`config.mk`:
```
export PLATFORM = sky130hd
export DESIGN_NAME = vend_ctrl_multi
export DESIGN_NICKNAME = d
export VERILOG_FILES = /design/src/rtl/vend_ctrl_multi.sv
export SDC_FILE = /design/constraint.sdc
export NUM_CORES = 1
export LEC_CHECK = 0
export ABC_AREA = 1
export BUFFER_PORTS_ARGS = -buffer_cell sky130_fd_sc_hd__buf_2
export CAP_MARGIN = 5
export CORE_ASPECT_RATIO = 0.7
export CORE_UTILIZATION = 50
export DETAILED_ROUTE_END_ITERATION = 7
export PLACE_DENSITY = 0.75
export SYNTH_ARGS = -nofsm -noshare
export SYNTH_HDL_FRONTEND = slang
export SYNTH_SLANG_ARGS = --single-unit
```
`constraint.sdc`:
```
create_clock -name clk -period 2.55 [get_ports clk]
set_clock_uncertainty 0.1 [all_clocks]
set_input_delay 0.3825 -clock clk [delete_from_list [all_inputs] [get_ports clk]]
set_output_delay 0.3825 -clock clk [all_outputs]
set_load 0.05 [all_outputs]
```
`src/rtl/vend_ctrl_multi.sv`:
```
// vend_ctrl_multi: N-product vending controller with credit accumulator,
// multi-denomination coin acceptance and greedy coin-by-coin change payout.
//
// Optional feature macro: VEND_TIMEOUT_EN
//   defined   -> inactivity counter refunds credit after TIMEOUT_CYC idle
//                cycles in ACCEPT with non-zero credit
//   undefined -> no counter, credit is held indefinitely
//
// Ports:
//   clk, reset       clock, asynchronous active-high reset
//   coin_valid       coin strobe (one cycle per coin)
//   coin_sel         00=1zl 01=2zl 10=5zl 11=invalid
//   sel_valid        product-select strobe
//   sel_idx          product index
//   cancel           refund request
//   chg_ready        hopper ready for one change coin
//   product_vld      one-hot product release pulse (N_PROD bits)
//   chg_valid        change coin offered
//   chg_coin         change coin denomination (coin_sel encoding)
//   coin_reject      pulse: last coin returned unaccepted
//   sel_err          pulse: out-of-range product index
//   credit           current credit in coin units
//   state_o          0=ACCEPT 1=VEND 2=CHANGE

module vend_ctrl_multi #(
    parameter int                     N_PROD      = 3,
    parameter int                     CW          = 8,
    parameter logic [N_PROD*CW-1:0]   PRICES      = {8'd5, 8'd3, 8'd2},
    parameter int                     MAX_CREDIT  = 20,
    parameter int                     TIMEOUT_CYC = 50_000_000,
    localparam int                    SW          = (N_PROD > 1) ? $clog2(N_PROD) : 1
) (
    input  logic              clk,
    input  logic              reset,
    input  logic              coin_valid,
    input  logic [1:0]        coin_sel,
    input  logic              sel_valid,
    input  logic [SW-1:0]     sel_idx,
    input  logic              cancel,
    input  logic              chg_ready,
    output logic [N_PROD-1:0] product_vld,
    output logic              chg_valid,
    output logic [1:0]        chg_coin,
    output logic              coin_reject,
    output logic              sel_err,
    output logic [CW-1:0]     credit,
    output logic [1:0]        state_o
);

    generate
        if (N_PROD < 1 || N_PROD > 16 || MAX_CREDIT >= (1 << CW)
            || MAX_CREDIT < 1 || TIMEOUT_CYC < 1 || CW < 3) begin : g_bad_cfg
            $error("vend_ctrl_multi: illegal parameter set");
        end
    endgenerate

    typedef enum logic [1:0] {
        ST_ACCEPT = 2'd0,
        ST_VEND   = 2'd1,
        ST_CHANGE = 2'd2
    } state_t;

    localparam int NTAB = 1 << SW;

    state_t          state;
    state_t          state_nx;
    logic [CW-1:0]   credit_nx;
    logic [SW-1:0]   sel_reg;
    logic [SW-1:0]   sel_reg_nx;
    logic            sel_set;
    logic            sel_set_nx;
    logic            coin_reject_nx;
    logic            sel_err_nx;

    logic [2:0]      coin_val;
    logic [CW:0]     coin_sum;
    logic            coin_ok;
    logic            sel_in_range;
    logic            sel_ok;
    logic            sel_bad;
    logic [CW-1:0]   credit_add;
    logic [CW-1:0]   price;
    logic            vend_go;
    logic            cancel_go;
    logic            tmo;
    logic [1:0]      chg_dec;
    logic [CW-1:0]   chg_amt;

    // Price table padded to a power of two so sel_reg never indexes
    // past the end; padding entries are unreachable.
    logic [CW-1:0]   price_tab [NTAB];

    generate
        for (genvar g = 0; g < NTAB; g++) begin : g_tab
            if (g < N_PROD) begin : g_real
                assign price_tab[g] = PRICES[g*CW +: CW];
            end else begin : g_pad
                assign price_tab[g] = '0;
            end
        end
    endgenerate

    assign price = price_tab[sel_reg];

    always_comb begin
        coin_val = 3'd0;
        unique case (coin_sel)
            2'b00:   coin_val = 3'd1;
            2'b01:   coin_val = 3'd2;
            2'b10:   coin_val = 3'd5;
            default: coin_val = 3'd0;
        endcase
    end

    // One extra bit so the ceiling compare cannot wrap.
    assign coin_sum     = {1'b0, credit} + (CW+1)'(coin_val);
    assign coin_ok      = coin_valid && (coin_sel != 2'b11)
                          && (state == ST_ACCEPT)
                          && (coin_sum <= (CW+1)'(MAX_CREDIT));
    assign sel_in_range = 32'(sel_idx) < N_PROD;
    assign sel_ok       = sel_valid && (state == ST_ACCEPT) && sel_in_range;
    assign sel_bad      = sel_valid && (state == ST_ACCEPT) && !sel_in_range;
    assign credit_add   = coin_ok ? coin_sum[CW-1:0] : credit;
    assign vend_go      = sel_set && (credit >= price);

    // A coin arriving with the cancel is added first, then refunded too.
    assign cancel_go    = (cancel || tmo) && (credit_add != '0);

    // Greedy change denomination, decoded from the registered credit so
    // it stays stable while the hopper stalls.
    always_comb begin
        chg_dec = 2'b00;
        chg_amt = CW'(1);
        if (credit >= CW'(5)) begin
            chg_dec = 2'b10;
            chg_amt = CW'(5);
        end else if (credit >= CW'(2)) begin
            chg_dec = 2'b01;
            chg_amt = CW'(2);
        end
    end

`ifdef VEND_TIMEOUT_EN
    localparam int TW = (TIMEOUT_CYC > 1) ? $clog2(TIMEOUT_CYC) : 1;

    logic [TW-1:0] tmo_cnt;

    assign tmo = (state == ST_ACCEPT) && (credit != '0)
                 && (tmo_cnt == TW'(TIMEOUT_CYC - 1));

    always_ff @(posedge clk or posedge reset) begin
        if (reset) begin
            tmo_cnt <= '0;
        end else if (state != ST_ACCEPT || credit == '0
                     || coin_ok || sel_ok || tmo) begin
            tmo_cnt <= '0;
        end else begin
            tmo_cnt <= tmo_cnt + TW'(1);
        end
    end
`else
    assign tmo = 1'b0;
`endif

    always_comb begin
        state_nx       = state;
        credit_nx      = credit;
        sel_reg_nx     = sel_reg;
        sel_set_nx     = sel_set;
        coin_reject_nx = coin_valid && !coin_ok;
        sel_err_nx     = sel_bad;
        unique case (state)
            ST_ACCEPT: begin
                credit_nx = credit_add;
                if (cancel_go) begin
                    state_nx   = ST_CHANGE;
                    sel_set_nx = 1'b0;
                end else if (vend_go) begin
                    // Selection is frozen on the vend edge so the product
                    // released is the one whose price was checked.
                    state_nx = ST_VEND;
                end else if (sel_ok) begin
                    sel_reg_nx = sel_idx;
                    sel_set_nx = 1'b1;
                end
            end
            ST_VEND: begin
                credit_nx  = credit - price;
                sel_set_nx = 1'b0;
                state_nx   = (credit != price) ? ST_CHANGE : ST_ACCEPT;
            end
            ST_CHANGE: begin
                if (chg_ready) begin
                    credit_nx = credit - chg_amt;
                    if (credit == chg_amt) begin
                        state_nx = ST_ACCEPT;
                    end
                end
            end
            default: begin
                state_nx = ST_ACCEPT;
            end
        endcase
    end

    always_ff @(posedge clk or posedge reset) begin
        if (reset) begin
            state       <= ST_ACCEPT;
            credit      <= '0;
            sel_reg     <= '0;
            sel_set     <= 1'b0;
            coin_reject <= 1'b0;
            sel_err     <= 1'b0;
        end else begin
            state       <= state_nx;
            credit      <= credit_nx;
            sel_reg     <= sel_reg_nx;
            sel_set     <= sel_set_nx;
            coin_reject <= coin_reject_nx;
            sel_err     <= sel_err_nx;
        end
    end

    always_comb begin
        product_vld = '0;
        if (state == ST_VEND) begin
            for (int i = 0; i < N_PROD; i++) begin
                if (sel_reg == SW'(i)) begin
                    product_vld[i] = 1'b1;
                end
            end
        end
    end

    // CHANGE is only ever entered with credit > 0 and left on the payout
    // that empties it, so the state alone qualifies chg_valid.
    assign chg_valid = (state == ST_CHANGE);
    assign chg_coin  = (state == ST_CHANGE) ? chg_dec : 2'b00;
    assign state_o   = state;

endmodule

```
==> flow_metrics.env <==
export IMPL_cts_htree_levels=1
export IMPL_diodes=0
export IMPL_max_stage_delay_ns=0.52
export IMPL_crit_chain="ha_4 -> fa_2 -> inv_2 -> nand2_1 -> nand3_1 -> nand3_1 -> nand2_2 -> nand3_4 -> nand2_1 -> nand2_1 -> nand2_1 -> nor2_1 -> nand2_1 -> nand2_2 -> nand3_4 -> inv_4 -> nand2_2 -> nand2_1"
export IMPL_grt_max_degree=16
export IMPL_clockRootBuffer="clkbuf_8"
export IMPL_clkSlewWorstSetupHoldPaths_ns=0.06
export IMPL_worstSkewPairLatency_ns=0.25
export IMPL_overflow=0
export IMPL_tritoncts="built"
export IMPL_drt_first_iter_violations=216
export IMPL_clock_sinks=15
export IMPL_top_level_ports=28
export IMPL_via_count=2142
export IMPL_fmaxAchievable_mhz=372
export IMPL_layout_worst_path_cycle_share=1.06
export IMPL_synth_seq_area_share=0.229
export IMPL_first_global_vias=1882
export IMPL_drv_max_cap_violation_count=0
export IMPL_post_synth_inst_count=252
export IMPL_ys_warnings_count=0
export IMPL_port_buffer_count=27
export IMPL_fp_coreArea_sq_um=2940
export IMPL_cts_root_to_sink_buffers=2
export IMPL_largest_cells_by_area_after_synthesis="dfrtp_1 (23%), ha_1 (12%), nand2_1 (12%)"
export IMPL_most_common_cell_after_layout_fill_and_taps_aside="buf_4"
export IMPL_starting_utilization_of_the_core_area=0.557
export IMPL_most_common_layout_cells="buf_4 (51), nand2_1 (40), inv_1 (27), nor2_1 (27), buf_2 (27)"
export IMPL_maxSlewViolCount=0
export IMPL_dp_hpwl_mm=3.88
export IMPL_drt_pass1_iterations=5
export IMPL_synth_seq_cells=15
export IMPL_grt_total_usage=0.319
export IMPL_drive_above_1_share=0.426
export IMPL_avgSynthCellArea_sq_um=6.50
export IMPL_netlist_top_cell_by_area="dfrtp_1"
export IMPL_synth_net_count=281
export IMPL_cpMaxStageDelayCell="fa_2"
export IMPL_postCtsHoldBufs=0
export IMPL_worst_r2r_startpoint="credit[0]"
export IMPL_drc_errors=0
export IMPL_synth_lib_cells_used_distinct=27
export IMPL_die_area_sq_um=3510
export IMPL_crit_top_cell="nand2_1"
export IMPL_grt_pass1_wl_mm=8.66
export IMPL_antenna_found_initial=0
export IMPL_tritoncts_num_buffers=3
export IMPL_timing_final_crit_period_ns=2.69
export IMPL_critPathLaunchType="flip-flop"
export IMPL_largest_register_ffs=8
export IMPL_final_hold_worst_slack_ns=0.0949
export IMPL_report_final_setup_viol=5
export IMPL_gp_congestion=0.953
export IMPL_die_x_um=70.4
export IMPL_critical_path_class="flip-flop to flip-flop"
export IMPL_critical_path_peak_fanout=8
export IMPL_hold_viol=0
export IMPL_worst_ep_arrival_time_ns=2.78
export IMPL_tightestPinTransition_ns=1.06
export IMPL_routed_wire_length_per_instance_um=15.7
export IMPL_startpoint="credit[0]"
export IMPL_timing_critical_path_to_type="flip-flop"
export IMPL_final_antenna_net_count=0
export IMPL_nets=363
export IMPL_maxSlewHeadroom=0.289
export IMPL_detail_route_vias_per_cell=5.80
export IMPL_chipHeight_um=49.9
export IMPL_rsz0062_at_grt="true"
export IMPL_fraction_of_synthesized_cell_area_taken_by_the_top_area_cell_type=0.229
export IMPL_setup_ws_ns=-0.141
export IMPL_synth_cell_area_sq_um=1640
export IMPL_syn_to_final_growth_pct=48.1
export IMPL_fp_row_count=16
export IMPL_min_delay_path_class="input port to async pin"
export IMPL_worst_ep_required_time_ns=2.64
export IMPL_run_status="finished with violations"
export IMPL_totalWireLength_mm=5.81
export IMPL_failed_checks="setup timing"
==> metrics by stage <==
stage	setup TNS [ns]	area (sq um)	util	worst slack, ns	cells
finish	-0.602	2420	0.824	-0.141	369
global route	-1.63	2420	0.824	-0.250	369
global placement	-0.325	2130	0.723	-0.0787	349
detailed placement	-1.03	2130	0.723	-0.173	349
floorplan	-0.433	1690	-	-0.168	252
CTS	0	2270	0.771	0.000818	360
==> cell usage after synthesis <==
| library cell | number |
|---|---|
| a21oi_1 | 16 |
| nand3_1 | 22 |
| o211ai_1 | 1 |
| nand2_1 | 53 |
| or2_1 | 1 |
| a211oi_1 | 1 |
| clkbuf_1 | 3 |
| buf_2 | 1 |
| ha_1 | 16 |
| nand3_2 | 1 |
| o31ai_1 | 3 |
| o21ai_0 | 20 |
| and2_1 | 3 |
| o22ai_1 | 6 |
| nand4_1 | 6 |
| clkinv_1 | 1 |
| nand3_4 | 1 |
| nor2_1 | 31 |
| o21ai_1 | 1 |
| inv_2 | 5 |
| or2_2 | 1 |
| o2bb2ai_1 | 1 |
| nand2_2 | 5 |
| fa_1 | 3 |
| inv_1 | 33 |
| xor2_1 | 2 |
| dfrtp_1 | 15 |
==> critical path, delay by kind of cell, from the launching register on <==
kind | cells | cell delay, ns
adders and majority gates | 2 | 0.69
and+or+nand+nor | 14 | 1.26
buffers and inverters | 2 | 0.13
DFF | 1 | 0.44
==> cell type report <==
cell class	instances	area [sq um]
Clock buffer	4	45.0
Fill cell	194	518
Inverter	39	154
Multi-Input combinational cell	194	1240
Sequential cell	15	385
Tap cell	36	45.0
Timing Repair Buffer	81	552
==> what timing repair did <==
item | 4_1_cts | 5_1_grt
endpoints found under the setup margin | 10 | 12
pin swaps | 12 | 21
gates resized for setup | 14 | 34
endpoints found under the hold margin | 0 | 0
gates cloned | 0 | 0
setup buffers | 7 | 9
==> routing by layer <==
metal,track usage,vias to the layer above,wire length (um)
met5,0,-,0
met4,0.0667,0,178
met3,0.106,27,793
met2,0.490,156,2530
met1,0.435,963,2310
li1,-,996,-
==> kinds of logic (layout without fill, tap and decap cells) <==
kind of cell               Yosys count  count (layout)  synth area share
AOI/OAI and AO/OA                   49              49             0.164
buffers and inverters               43             124            0.0993
xor gates and xnor gates             2               2            0.0107
DFF                                 15              15             0.229
and+or+nand+nor                    124             124             0.338
adders and majority gates           19              19             0.159
==> path summary, 6_finish.rpt <==
check | slack (ns) | cells after the start | to
min in group clk | 0.24 | 3 | coin_reject
max in group asynchronous | 1.82 | 2 | credit[1]
worst max register to register | -0.14 | 18 | sel_set
worst min-delay path | 0.09 | 2 | sel_err
worst min register to register | 0.41 | 2 | sel_set
worst max-delay path | -0.14 | 18 | sel_set
Power is left out: the tool's default activity adds up to more than one toggle a clock period on the data nets, which glitch-free logic cannot reach.
